<file path="config.mk">
export PLATFORM = sky130hd
export DESIGN_NAME = s_cpu_irq_ctrl_flat
export DESIGN_NICKNAME = d
export VERILOG_FILES = /design/src/rtl/s_cpu_irq_pkg.sv /design/src/rtl/s_cpu_irq_ctrl_if.sv /design/src/rtl/s_cpu_irq_arb.sv /design/src/rtl/s_cpu_irq_ctrl.sv /design/src/flat_wrapper.sv
export SDC_FILE = /design/constraint.sdc
export NUM_CORES = 1
export LEC_CHECK = 0
export ABC_CLOCK_PERIOD_IN_PS = 1380
export BUFFER_PORTS_ARGS = -buffer_cell sky130_fd_sc_hd__buf_2
export CAP_MARGIN = 15
export CELL_PAD_IN_SITES_DETAIL_PLACEMENT = 0
export CELL_PAD_IN_SITES_GLOBAL_PLACEMENT = 1
export CORE_UTILIZATION = 42
export CTS_CLUSTER_SIZE = 25
export DETAILED_ROUTE_END_ITERATION = 7
export GPL_TIMING_DRIVEN = 0
export PLACE_DENSITY = 0.75
export SLEW_MARGIN = 30
export SYNTH_ARGS = -nofsm -noshare
export SYNTH_HDL_FRONTEND = slang
export SYNTH_SLANG_ARGS = --single-unit
</file>
<file path="constraint.sdc">
create_clock -name UserCLK -period 1.38 [get_ports UserCLK]
set_input_delay 0.138 -clock UserCLK [delete_from_list [all_inputs] [get_ports UserCLK]]
set_output_delay 0.138 -clock UserCLK [all_outputs]
set_load 0.03 [all_outputs]
</file>
<file path="src/rtl/s_cpu_irq_pkg.sv">
// Shared types and constants for the S_CPU_IRQ interrupt controller.
// Holds the handshake state encoding, register map and default sizing.
package s_cpu_irq_pkg;

  localparam int DEF_NUM_IRQ = 4;
  localparam int DEF_ID_W    = 2;

  localparam logic [1:0] ADDR_ENABLE  = 2'd0;
  localparam logic [1:0] ADDR_MODE    = 2'd1;
  localparam logic [1:0] ADDR_PENDING = 2'd2;
  localparam logic [1:0] ADDR_STATUS  = 2'd3;

  typedef enum logic [1:0] {
    IDLE   = 2'd0,
    REQ    = 2'd1,
    ACTIVE = 2'd2
  } state_t;

endpackage

</file>
<file path="src/rtl/s_cpu_irq_ctrl_if.sv">
// CPU-facing bundle: config register port plus the req/ack/EOI interrupt handshake.
// master = CPU side, slave = controller side.
interface s_cpu_irq_ctrl_if
  import s_cpu_irq_pkg::*;
#(
  parameter int NUM_IRQ = DEF_NUM_IRQ,
  parameter int ID_W    = DEF_ID_W
) ();

  logic               cfg_we;
  logic [1:0]         cfg_addr;
  logic [NUM_IRQ-1:0] cfg_wdata;
  logic [NUM_IRQ-1:0] cfg_rdata;
  logic               irq_req;
  logic [ID_W-1:0]    irq_id;
  logic               irq_ack;
  logic               irq_eoi;
  logic               irq_active;

  modport master (
    output cfg_we, cfg_addr, cfg_wdata, irq_ack, irq_eoi,
    input  cfg_rdata, irq_req, irq_id, irq_active
  );

  modport slave (
    input  cfg_we, cfg_addr, cfg_wdata, irq_ack, irq_eoi,
    output cfg_rdata, irq_req, irq_id, irq_active
  );

endinterface

</file>
<file path="src/rtl/s_cpu_irq_arb.sv">
// Purpose: picks one line from the eligible vector, searching upward from rr_ptr+1 (mod NUM_IRQ).
// Latency: purely combinational. Backpressure: none; rr_ptr=NUM_IRQ-1 gives fixed lowest-index priority.
module s_cpu_irq_arb #(
  parameter int NUM_IRQ = 4,
  parameter int ID_W    = 2
) (
  input  logic [NUM_IRQ-1:0] eligible,
  input  logic [ID_W-1:0]    rr_ptr,
  output logic [ID_W-1:0]    win_id,
  output logic               win_vld
);

  int idx;

  always_comb begin
    win_id  = '0;
    win_vld = 1'b0;
    idx     = 0;
    for (int k = 0; k < NUM_IRQ; k++) begin
      idx = (int'(rr_ptr) + 1 + k) % NUM_IRQ;
      if (!win_vld && eligible[idx]) begin
        win_vld = 1'b1;
        win_id  = ID_W'(idx);
      end
    end
  end

endmodule

</file>
<file path="src/rtl/s_cpu_irq_ctrl.sv">
// Purpose: sync/pend/arbitrate fabric IRQ lines into a req/ack/EOI CPU handshake; S_CPU_IRQ_RR_EN selects round-robin.
// Latency: IRQ sampled at edge 1 -> pending at edge 3 -> irq_req after edge 4 (level and edge mode).
// Backpressure: one interrupt in flight; new requests wait until EOI, pending state holds meanwhile.
module s_cpu_irq_ctrl
  import s_cpu_irq_pkg::*;
#(
  parameter int NUM_IRQ = DEF_NUM_IRQ,
  parameter int ID_W    = DEF_ID_W
) (
  input  logic               UserCLK,
  input  logic               RESETn,
  input  logic [NUM_IRQ-1:0] IRQ,
  s_cpu_irq_ctrl_if.slave    bus
);

  logic [NUM_IRQ-1:0] s1, s2, s3;
  logic [NUM_IRQ-1:0] rise;
  logic [NUM_IRQ-1:0] enable_q, mode_q, pend_q, pend_d;
  logic [NUM_IRQ-1:0] w1c, clr, eligible, id_mask;
  state_t             state_q, state_d;
  logic [ID_W-1:0]    id_q, id_d;
  logic [ID_W-1:0]    win_id;
  logic               win_vld;
  logic [ID_W-1:0]    rr_ptr;
  logic               claim;

  always_ff @(posedge UserCLK or negedge RESETn) begin
    if (!RESETn) begin
      s1 <= '0;
      s2 <= '0;
      s3 <= '0;
    end else begin
      s1 <= IRQ;
      s2 <= s1;
      s3 <= s2;
    end
  end

  assign rise = s2 & ~s3;

  always_ff @(posedge UserCLK or negedge RESETn) begin
    if (!RESETn) begin
      enable_q <= '0;
      mode_q   <= '0;
    end else if (bus.cfg_we) begin
      if (bus.cfg_addr == ADDR_ENABLE) enable_q <= bus.cfg_wdata;
      if (bus.cfg_addr == ADDR_MODE)   mode_q   <= bus.cfg_wdata;
    end
  end

  assign claim   = (state_q == REQ) && bus.irq_ack;
  assign id_mask = {{(NUM_IRQ-1){1'b0}}, 1'b1} << id_q;
  assign w1c     = (bus.cfg_we && bus.cfg_addr == ADDR_PENDING) ? bus.cfg_wdata : '0;
  assign clr     = w1c | (claim ? id_mask : '0);

  // Level bits simply track the synchronised line, so clears never reach them.
  always_comb begin
    pend_d = '0;
    for (int i = 0; i < NUM_IRQ; i++) begin
      pend_d[i] = mode_q[i] ? ((pend_q[i] & ~clr[i]) | rise[i]) : s2[i];
    end
  end

  always_ff @(posedge UserCLK or negedge RESETn) begin
    if (!RESETn) pend_q <= '0;
    else         pend_q <= pend_d;
  end

  assign eligible = pend_q & enable_q;

`ifdef S_CPU_IRQ_RR_EN
  logic [ID_W-1:0] rr_ptr_q;

  always_ff @(posedge UserCLK or negedge RESETn) begin
    if (!RESETn)    rr_ptr_q <= ID_W'(NUM_IRQ - 1);
    else if (claim) rr_ptr_q <= id_q;
  end

  assign rr_ptr = rr_ptr_q;
`else
  assign rr_ptr = ID_W'(NUM_IRQ - 1);
`endif

  s_cpu_irq_arb #(
    .NUM_IRQ (NUM_IRQ),
    .ID_W    (ID_W)
  ) u_arb (
    .eligible (eligible),
    .rr_ptr   (rr_ptr),
    .win_id   (win_id),
    .win_vld  (win_vld)
  );

  always_ff @(posedge UserCLK or negedge RESETn) begin
    if (!RESETn) begin
      state_q <= IDLE;
      id_q    <= '0;
    end else begin
      state_q <= state_d;
      id_q    <= id_d;
    end
  end

  // Ack beats withdrawal: a claimed line is serviced even if it dropped this cycle.
  always_comb begin
    state_d = state_q;
    id_d    = id_q;
    case (state_q)
      IDLE: begin
        if (win_vld) begin
          id_d    = win_id;
          state_d = REQ;
        end
      end
      REQ: begin
        if (bus.irq_ack)                  state_d = ACTIVE;
        else if (~|(eligible & id_mask))  state_d = IDLE;
      end
      ACTIVE: begin
        if (bus.irq_eoi) state_d = IDLE;
      end
      default: state_d = IDLE;
    endcase
  end

  assign bus.irq_req    = (state_q == REQ);
  assign bus.irq_active = (state_q == ACTIVE);
  assign bus.irq_id     = id_q;

  always_comb begin
    bus.cfg_rdata = '0;
    case (bus.cfg_addr)
      ADDR_ENABLE:  bus.cfg_rdata = enable_q;
      ADDR_MODE:    bus.cfg_rdata = mode_q;
      ADDR_PENDING: bus.cfg_rdata = pend_q;
      ADDR_STATUS:  bus.cfg_rdata = s2;
      default:      bus.cfg_rdata = '0;
    endcase
  end

endmodule

</file>
<file path="src/flat_wrapper.sv">
// flat-port wrapper written by rule: the top's interface ports become plain ports
module s_cpu_irq_ctrl_flat import s_cpu_irq_pkg::*;
#(
  parameter int NUM_IRQ = DEF_NUM_IRQ,
  parameter int ID_W    = DEF_ID_W
)
  (UserCLK, RESETn, IRQ, bus_cfg_we, bus_cfg_addr, bus_cfg_wdata, bus_irq_ack, bus_irq_eoi, bus_cfg_rdata, bus_irq_req, bus_irq_id, bus_irq_active);
  s_cpu_irq_ctrl_if #(.NUM_IRQ(NUM_IRQ), .ID_W(ID_W)) bus_i ();
  input  logic UserCLK;
  input  logic RESETn;
  input  logic [NUM_IRQ-1:0] IRQ;
  input wire logic [$bits(bus_i.cfg_we)-1:0] bus_cfg_we;
  input wire logic [$bits(bus_i.cfg_addr)-1:0] bus_cfg_addr;
  input wire logic [$bits(bus_i.cfg_wdata)-1:0] bus_cfg_wdata;
  input wire logic [$bits(bus_i.irq_ack)-1:0] bus_irq_ack;
  input wire logic [$bits(bus_i.irq_eoi)-1:0] bus_irq_eoi;
  output wire logic [$bits(bus_i.cfg_rdata)-1:0] bus_cfg_rdata;
  output wire logic [$bits(bus_i.irq_req)-1:0] bus_irq_req;
  output wire logic [$bits(bus_i.irq_id)-1:0] bus_irq_id;
  output wire logic [$bits(bus_i.irq_active)-1:0] bus_irq_active;
  assign bus_i.cfg_we = bus_cfg_we;
  assign bus_i.cfg_addr = bus_cfg_addr;
  assign bus_i.cfg_wdata = bus_cfg_wdata;
  assign bus_i.irq_ack = bus_irq_ack;
  assign bus_i.irq_eoi = bus_irq_eoi;
  assign bus_cfg_rdata = bus_i.cfg_rdata;
  assign bus_irq_req = bus_i.irq_req;
  assign bus_irq_id = bus_i.irq_id;
  assign bus_irq_active = bus_i.irq_active;
  s_cpu_irq_ctrl #(.NUM_IRQ(NUM_IRQ), .ID_W(ID_W)) u_core (.UserCLK(UserCLK), .RESETn(RESETn), .IRQ(IRQ), .bus(bus_i));
endmodule
</file>
==> results of run 1 <==
worst paths after layout:
kind                                   endpoint  slack, ps
max in group asynchronous  u_core.bus.irq_id[0]        600
setup / recovery               bus_cfg_rdata[3]       -150
hold / removal                u_core.state_q[0]         10
setup reg to reg              u_core.state_q[0]         40
min in group asynchronous          u_core.s3[1]        340
hold reg to reg                    u_core.s2[2]        360
worst max-delay path: stages, from the launching register on:
cell and delay, ps:
dfrtp_1 440, mux4_2 480, buf_6 160
state kept, by name (all words and copies together) (netlist names):
| register | flops |
|---|---|
| u_core.enable_q | 4 |
| u_core.mode_q | 4 |
| u_core.pend_q | 4 |
| u_core.s1 | 4 |
| u_core.s2 | 4 |
| u_core.s3 | 4 |
| u_core.bus.irq_id | 2 |
| u_core.state_q | 2 |
kinds of logic (layout without fill, tap and decap cells):
group | Yosys count | in the layout | synth area share (%)
simple gates | 28 | 28 | 11.40
flops | 28 | 28 | 60.21
compound gates | 13 | 13 | 8.172
buf+inv | 4 | 48 | 1.506
mux | 14 | 14 | 18.71
per-stage QoR:
stage | utilization, % | instances
floorplan | - | 87
global placement | 51.18 | 137
detailed placement | 51.18 | 137
CTS | 58.06 | 156
global route | 60.32 | 161
finish | 60.32 | 161
cell usage after synthesis (all sizes together):
library cell   n
mux4           5
dfrtp         28
a21boi         1
a221oi         2
nand4          1
nand2         16
nand3b         2
a22o           1
buf            2
a21oi          3
nor3b          1
a21o           2
o41ai          1
and3b          1
inv            2
nor3           1
nand3          2
o21ai          3
mux2           9
nor2           4
routing by layer:
metal	wire length, µm	share of wire, %	global-route usage [%]
met4	19	0.78	8.974
met1	1128	46	27.04
met5	0	0	0
met2	1203	49	28.51
met3	81	3.3	2.500
final cells by class:
cell class                 instances  area, µm²  share of cell area [%]
buffer                             2      10.01                  0.6520
clock buffer                       4      26.28                   1.711
inverter                           2      7.507                  0.4890
multi-input combinational         55      455.4                   29.67
sequential                        28      701.9                   45.72
tap                               30      37.54                   2.445
timing repair buffer              40      296.5                   19.32
timing repair:
action                     CTS  global route
pin swaps                    0             1
hold buffers                 6             0
hold endpoints to repair    33             0
gates cloned                 0             0
setup buffers                9             5
resized for setup            9             7
setup endpoints to repair    4             7
power groups by stage:
| stage | logic, µW | registers [µW] | clock network [µW] |
|---|---|---|---|
| after floorplan | 458 | 1140 | 0 |
| after global placement | 664 | 1130 | 0 |
| after detailed placement | 675 | 1140 | 0 |
| after CTS | 797 | 1100 | 360 |
| after global routing | 968 | 1120 | 392 |
| final | 891 | 1100 | 352 |
==> flow_summary.ini, run 1 <==
[logic_synthesis]
synthTopCellsByArea = dfrtp_1 (60%), mux2_2 (8.7%), mux4_2 (7.7%)
synth_cells = 87
synth_cell_types = 22
yosysWarningCount = 0
seq_area_frac_synth_pct = 60.22
yosys.area.top_type = dfrtp_1
syn_area_um2 = 1164
ys_ff_latch = 28
synth_top_area_share_pct = 60.22
avgSynthCellArea_um2 = 13.37
synth_fp_nets = 102

[finish]
final_common_cell = dfrtp_1
final_cell_mix = dfrtp_1 (27), buf_2 (17), buf_4 (13)
drive_gt1_share_pct = 46.56
layout.filler_cells = 223
syn2layout_area_growth_pct = 31.94
fin_nets = 147
design_area_um2 = 1535
antenna_cells = 0

[sta]
finalWorstSetupSlack_ps = -153.0
relSlewSlack_pct = 58.33
worstMarginPinSlew_ps = 625.0
fin_crit_ps = 1533
fmax_ghz = 0.6523
setup_viol = 4
drv_slew = 0
whs_ps = 13.61
finClkSkew_ps = 13.71
rsz0062_at_grt = true
hold_viol_final = 0
post-route-period-util_pct = 111.1
finalSetupTns_ps = -574.1

[clocking]
clock_path_buffers = 2
cts_buffers = 3
cts.sinks = 28
clkTransAtPathRegs_ps = 140
root_buffer = clkbuf_4
htree_levels = 1
clkLatencyLatePin_ps = 330
cts_tree = built

[power]
p_int_uw = 1507
clkPwrFrac_pct = 15.0
pwr_density_cell_nw_per_um2 = 1528
p_switching_uw = 837.9
ir_worst_vdd_mv = 0.9237
p_seq_share_pct = 47.0
p_total_uw = 2345
power_leakage_uw = 0.0007239
p_sw_share_pct = 35.73
p_comb_share_pct = 38.0

[min_path]
holdPathStages = 2
hp-start = bus_irq_ack
hp-class = in -> reg

[placed_design]
dp_hpwl_um = 1574
pre_cts_ws_ps = 93.07
port_buffers = 20
place_area_um2 = 1303
place.gp.congestion = 0.7872

[global_routing]
antenna_found_initial = 0
grt_max_degree = 29
gr-total-overflow = 0
grt_use_total_pct = 18.98
grt_pass1_wl_um = 3850
first_global_vias = 868

[routing]
vias = 876
drt-pass1-iter-count = 4
wl_per_cell_um = 15.11
route.detailed.drc = 0
first_iter_violations = 16
viasPerCell = 5.441
totalWireLength_um = 2432
ant_nets = 0

[setup_path]
cp_data_arrival_time_ps = 1390
cp-start-kind = flop
startpoint = u_core.enable_q[3]
worstRegToRegCells = 4
critPathMaxFanout = 4
worstReg2RegStart = u_core.enable_q[2]
required_ps = 1240
crit_type = reg -> out
endpoint_kind = primary output

[die]
design.core.area_um2 = 2545
die_area_um2 = 2985
fp.dieW_um = 54.64
io_pins = 23
num_rows = 18
die_h_um = 54.64
initial_core_util_pct = 45.72

[run_status]
status = complete, but fails checks
violations = setup timing

[flow_run]
cap_violations = 0
Power figures use the tool's default switching activity.
==> inputs of run 2 (changes only) <==
--- a/config.mk
+++ b/config.mk
@@ -5,16 +5,16 @@
 export SDC_FILE = /design/constraint.sdc
 export NUM_CORES = 1
 export LEC_CHECK = 0
-export ABC_CLOCK_PERIOD_IN_PS = 1380
+export ABC_CLOCK_PERIOD_IN_PS = 1800
 export BUFFER_PORTS_ARGS = -buffer_cell sky130_fd_sc_hd__buf_2
 export CAP_MARGIN = 15
 export CELL_PAD_IN_SITES_DETAIL_PLACEMENT = 0
 export CELL_PAD_IN_SITES_GLOBAL_PLACEMENT = 1
-export CORE_UTILIZATION = 42
+export CORE_UTILIZATION = 46
 export CTS_CLUSTER_SIZE = 25
 export DETAILED_ROUTE_END_ITERATION = 7
 export GPL_TIMING_DRIVEN = 0
-export PLACE_DENSITY = 0.75
+export PLACE_DENSITY = 0.81
 export SLEW_MARGIN = 30
 export SYNTH_ARGS = -nofsm -noshare
 export SYNTH_HDL_FRONTEND = slang
==> constraint.sdc (replaced) <==
create_clock -name UserCLK -period 1.8 [get_ports UserCLK]
set_input_delay 0.18 -clock UserCLK [delete_from_list [all_inputs] [get_ports UserCLK]]
set_output_delay 0.18 -clock UserCLK [all_outputs]
set_load 0.03 [all_outputs]
==> flow_summary.ini, run 2 (synthesis results as in run 1) <==
[finish]
fin_nets = 132
syn2layout_area_growth_pct = 19.03
final_common_cell = dfrtp_1
fin_cells = 144
antenna_cells = 0
drive_gt1_share_pct = 35.34
final_cell_mix = dfrtp_1 (28), buf_2 (22), nand2_1 (16)
layout.filler_cells = 201

[sta]
worstMarginPinSlew_ps = 625.6
hold_viol_final = 0
drv_slew = 0
fmax_ghz = 0.6157
finalSetupTns_ps = 0
rsz0062_at_grt = false
post-route-period-util_pct = 90.24
whs_ps = 23.80
finClkSkew_ps = 10.64
setup_viol = 0
finalWorstSetupSlack_ps = 175.7
relSlewSlack_pct = 58.29
fin_crit_ps = 1624

[clocking]
cts_tree = built
clkLatencyLatePin_ps = 330
postCtsSetupBuffers = 0
cts_buffers = 3
root_buffer = clkbuf_4
clock_path_buffers = 2
clkTransAtPathRegs_ps = 150
htree_levels = 1
cts_resized = 0
cts.sinks = 28

[die]
design.core.area_um2 = 2297
die_h_um = 52.30
initial_core_util_pct = 50.65
fp.dieW_um = 52.30
io_pins = 23
num_rows = 17
die_area_um2 = 2735

[setup_path]
critPathMaxFanout = 4
crit_type = reg -> out
cp-start-kind = flop
required_ps = 1620
cp_slowest_stage_delay_ps = 500
cp_top_family = multiplexers
path_cells = mux4_1, buf_2
endpoint_kind = primary output
cp_data_arrival_time_ps = 1440
worstPathBufferInverterCount = 1
cp_slowest_cell = mux4_1

[power]
p_seq_share_pct = 51.0
ir_worst_vdd_mv = 0.7171
p_sw_share_pct = 35.59
power_leakage_uw = 0.0006528
p_comb_share_pct = 30.9
clkPwrFrac_pct = 18.1
pwr_density_cell_nw_per_um2 = 1215
p_int_uw = 1084
p_switching_uw = 599.0

[routing]
viasPerCell = 5.500
totalWireLength_um = 2206
drt-pass1-iter-count = 4
first_iter_violations = 15
wl_per_cell_um = 15.32
vias = 792
ant_nets = 0
route.detailed.drc = 0

[placed_design]
pre_cts_ws_ps = 474.8
port_buffers = 20
place.gp.congestion = 0.8170
place_inst = 135
dp_hpwl_um = 1568

[global_routing]
grt_use_total_pct = 18.98
grt_pass1_wl_um = 3663
first_global_vias = 797
antenna_found_initial = 0
grt_max_degree = 29
gr-total-overflow = 0

[min_path]
hp-class = in -> reg

[flow_run]
cap_violations = 0

[run_status]
status = finished clean
-- run 2: cell types whose count changed in the layout (fill, tap and decap cells not counted), sizes merged --
cell,delta
buf,-13
clkbuf,-1
dlygate4sd3,-1
-- run 2: repair_timing --
action	in CTS	in global routing
hold buffers	5	0
endpoints found under the hold margin	32	0
endpoints found under the setup margin	0	0
-- run 2: area by class of cell --
class	instances	area [µm²]	share of cell area (%)
plain buffers	2	10.01	0.7227
clock buffers	4	36.28	2.620
inverters	2	7.507	0.5420
multi-input cells	55	445.4	32.16
flip-flops and latches	28	700.7	50.59
well taps	28	35.03	2.529
repair buffers	25	150.1	10.84
-- run 2: layer usage --
layer	share of wire, %	global-route usage (%)	vias up	wire length [µm]
li1	-	-	378	-
met1	48	25.81	389	1060
met4	0.63	8.333	0	14
met3	4.2	3.768	2	92
met2	47	29.32	23	1038
met5	0	0	-	0
-- run 2: final timing paths --
kind                                 startpoint              endpoint  slack, ps  depth (start not counted)
setup / recovery               u_core.pend_q[3]      bus_cfg_rdata[3]        180                          2
hold / removal                      bus_irq_eoi     u_core.state_q[1]         20                          2
setup reg to reg           u_core.bus.irq_id[0]     u_core.state_q[0]        440                          2
hold reg to reg                    u_core.s1[1]          u_core.s2[1]        370                          0
max in group asynchronous                RESETn          u_core.s1[0]       1010                          2
min in group asynchronous                RESETn  u_core.bus.irq_id[0]        380                          2
-- run 2: power groups by stage --
stage	combinational [µW]	sequential [µW]	clock, µW
floorplan	351	875	0
global placement	506	861	0
detailed placement	516	867	0
CTS	524	854	315
global route	568	876	342
finish	521	858	305
-- run 2: through the flow --
stage	util (%)	instance area, µm²	power [µW]
after floorplan	-	1164	1226
after global placement	56.54	1299	1367
after detailed placement	56.54	1299	1383
after CTS	60.29	1385	1693
after global routing	60.29	1385	1785
final	60.29	1385	1683
==> inputs of run 3 (changes only) <==
--- a/config.mk
+++ b/config.mk
@@ -14,8 +14,9 @@
 export CTS_CLUSTER_SIZE = 25
 export DETAILED_ROUTE_END_ITERATION = 7
 export GPL_TIMING_DRIVEN = 0
-export PLACE_DENSITY = 0.81
+export PLACE_DENSITY = 0.8
 export SLEW_MARGIN = 30
 export SYNTH_ARGS = -nofsm -noshare
 export SYNTH_HDL_FRONTEND = slang
+export SYNTH_HIERARCHICAL = 1
 export SYNTH_SLANG_ARGS = --single-unit
==> flow_summary.ini, run 3 <==
[placed_design]
dp_hpwl_um = 1678
place_inst = 154
place.gp.congestion = 0.7614
port_buffers = 21

[clocking]
clkLatencyLatePin_ps = 320
clkTransAtPathRegs_ps = 150
cts_tree = built
htree_levels = 1
root_buffer = clkbuf_4
cts.sinks = 28
postCtsSetupBuffers = 0
cts_resized = 0
cts_buffers = 3
clock_path_buffers = 2

[min_path]
holdPathStages = 2
hp-start = bus_irq_eoi
hold_end = u_core/state_q[1]
hp-class = in -> reg

[logic_synthesis]
seq_area_frac_synth_pct = 55.78
ys_ff_latch = 28
synth_cell_types = 27
synth_edf_count = 0
synth_top_area_share_pct = 55.78
yosysWarningCount = 6
yosysMostFrequentCell = dfrtp_1
async_flop_share_pct = 100.0
yosys.area.top_type = dfrtp_1
synth_common_cells = dfrtp_1 (28), mux2_1 (10), nand2_1 (9), a21oi_1 (6), mux4_2 (5)
synthTopCellsByArea = dfrtp_1 (56%), mux2_1 (9.0%), mux4_2 (9.0%)
avgSynthCellArea_um2 = 13.22
synthFlopType = dfrtp_1
synth_cells = 95
syn_area_um2 = 1256

[power]
pwr_density_cell_nw_per_um2 = 1137
ir_worst_vdd_mv = 0.9339
power_leakage_uw = 0.0007141

[sta]
finalSetupTns_ps = 0
rsz0062_at_grt = false
setup_viol = 0
drv_slew = 0
finClkSkew_ps = 15.24
hold_viol_final = 0
worstMarginPinSlew_ps = 605.3
relSlewSlack_pct = 59.65
fmax_ghz = 0.6111
fin_crit_ps = 1636
post-route-period-util_pct = 90.91

[setup_path]
cp-start-kind = flop
cp_data_arrival_time_ps = 1850
required_ps = 2010
r2r_slack_ps = 160
r2r-end = u_core/bus.irq_id[1]
worstReg2RegStart = u_core/pend_q[1]
critPathMaxFanout = 5
endpoint_kind = flop
crit_type = reg -> reg
worstRegToRegCells = 5

[run_status]
status = finished clean

[routing]
first_iter_violations = 21
ant_nets = 0
drt-pass1-iter-count = 4
totalWireLength_um = 2271
route.detailed.drc = 0
wl_per_cell_um = 13.93
vias = 858
viasPerCell = 5.264

[finish]
antenna_cells = 0
drive_gt1_share_pct = 27.82
final_util_pct = 60.07
layout.filler_cells = 224
fin_nets = 149
final_common_cell = dfrtp_1
final_cell_mix = dfrtp_1 (28), buf_2 (22), mux2_1 (10)
fin_cells = 163
syn2layout_area_growth_pct = 20.62

[global_routing]
grt_max_degree = 29
gr-total-overflow = 0
antenna_found_initial = 0
grt_pass1_wl_um = 3857
first_global_vias = 863
grt_use_total_pct = 19.19

[die]
io_pins = 23
initial_core_util_pct = 49.80
die_area_um2 = 2944
design.core.area_um2 = 2522
fp.dieW_um = 54.26
die_h_um = 54.26
num_rows = 18

[flow_run]
cap_violations = 0
run 3: cell count changes in the layout (fill, tap and decap cells not counted), sizes merged, moves of 3 or more:
cell	delta
a22o	+3
and2	+4
nand2b	+4
a21oi	+4
nand2	-7
conb	+9
run 3: metal layers:
layer  vias up  track usage (%)  routed length (µm)
li1        409                -                   -
met1       433            24.82                1026
met2        14            31.91                1181
met3         2            3.333                  48
met4         0            7.692                  14
met5         -                0                   0
run 3: repair_timing:
action	4_1_cts	5_1_grt
hold buffers	5	0
hold endpoints to repair	32	0
endpoints found under the setup margin	0	0
run 3: area by class of cell:
class | count | area [µm²] | area share [%]
Buffer | 1 | 5.005 | 0.3303
Clock buffer | 4 | 36.28 | 2.395
Inverter | 3 | 11.26 | 0.7432
Multi-Input combinational cell | 71 | 569.3 | 37.57
Sequential cell | 28 | 700.7 | 46.24
Tap cell | 30 | 37.54 | 2.477
Timing Repair Buffer | 26 | 155.1 | 10.24
run 3: worst max-delay path by stage:
stage	from	endpoint	slack, ps	cells past startpoint
global route	u_core/pend_q[1]	u_core/bus.irq_id[1]	80	5
detailed placement	u_core/pend_q[1]	u_core/bus.irq_id[1]	170	5
CTS	u_core/pend_q[1]	u_core/bus.irq_id[1]	140	5
global placement	u_core/pend_q[1]	u_core/bus.irq_id[0]	220	5
floorplan	u_core/bus.irq_id[0]	u_core/state_q[0]	360	2
finish	u_core/pend_q[1]	u_core/bus.irq_id[1]	160	5
run 3: worst max-delay path, cell delays in order, from the launching register on:
cell and delay, ps:
dfrtp_1 400, and2_1 240, nor2_1 70, nand2_1 60, nor3b_1 380, mux2_1 360
run 3: power breakdown:
| part | switching, µW | leakage [µW] | internal, µW | total (µW) |
|---|---|---|---|---|
| sequential | 109 | 0.000331 | 737 | 846 |
| combinational | 307 | 0.000362 | 271 | 578 |
| clock | 174 | 0.0000210 | 124 | 298 |
| total | 591 | 0.000714 | 1130 | 1720 |
run 3: cells by family after synthesis:
family                 Yosys count  synth area share, %
AOI/OAI and AO/OA               15                8.665
buffers and inverters            4                1.294
DFF                             28                55.78
muxes                           16                18.73
other                            1               0.2985
and+or+nand+nor                 31                15.24
run 3: stage by stage:
| stage | power (µW) | hold WS (ps) | cell area (µm²) | setup slack (ps) |
|---|---|---|---|---|
| final | 1723 | 38.23 | 1515 | 163.7 |
| after global routing | 1830 | 14.36 | 1515 | 78.33 |
| after CTS | 1741 | 22.46 | 1515 | 143.3 |
| after detailed placement | 1435 | 227.7 | 1429 | 174.2 |
| after global placement | 1417 | 221.7 | 1429 | 217.0 |
| after floorplan | 1271 | -115.6 | 1286 | 362.0 |
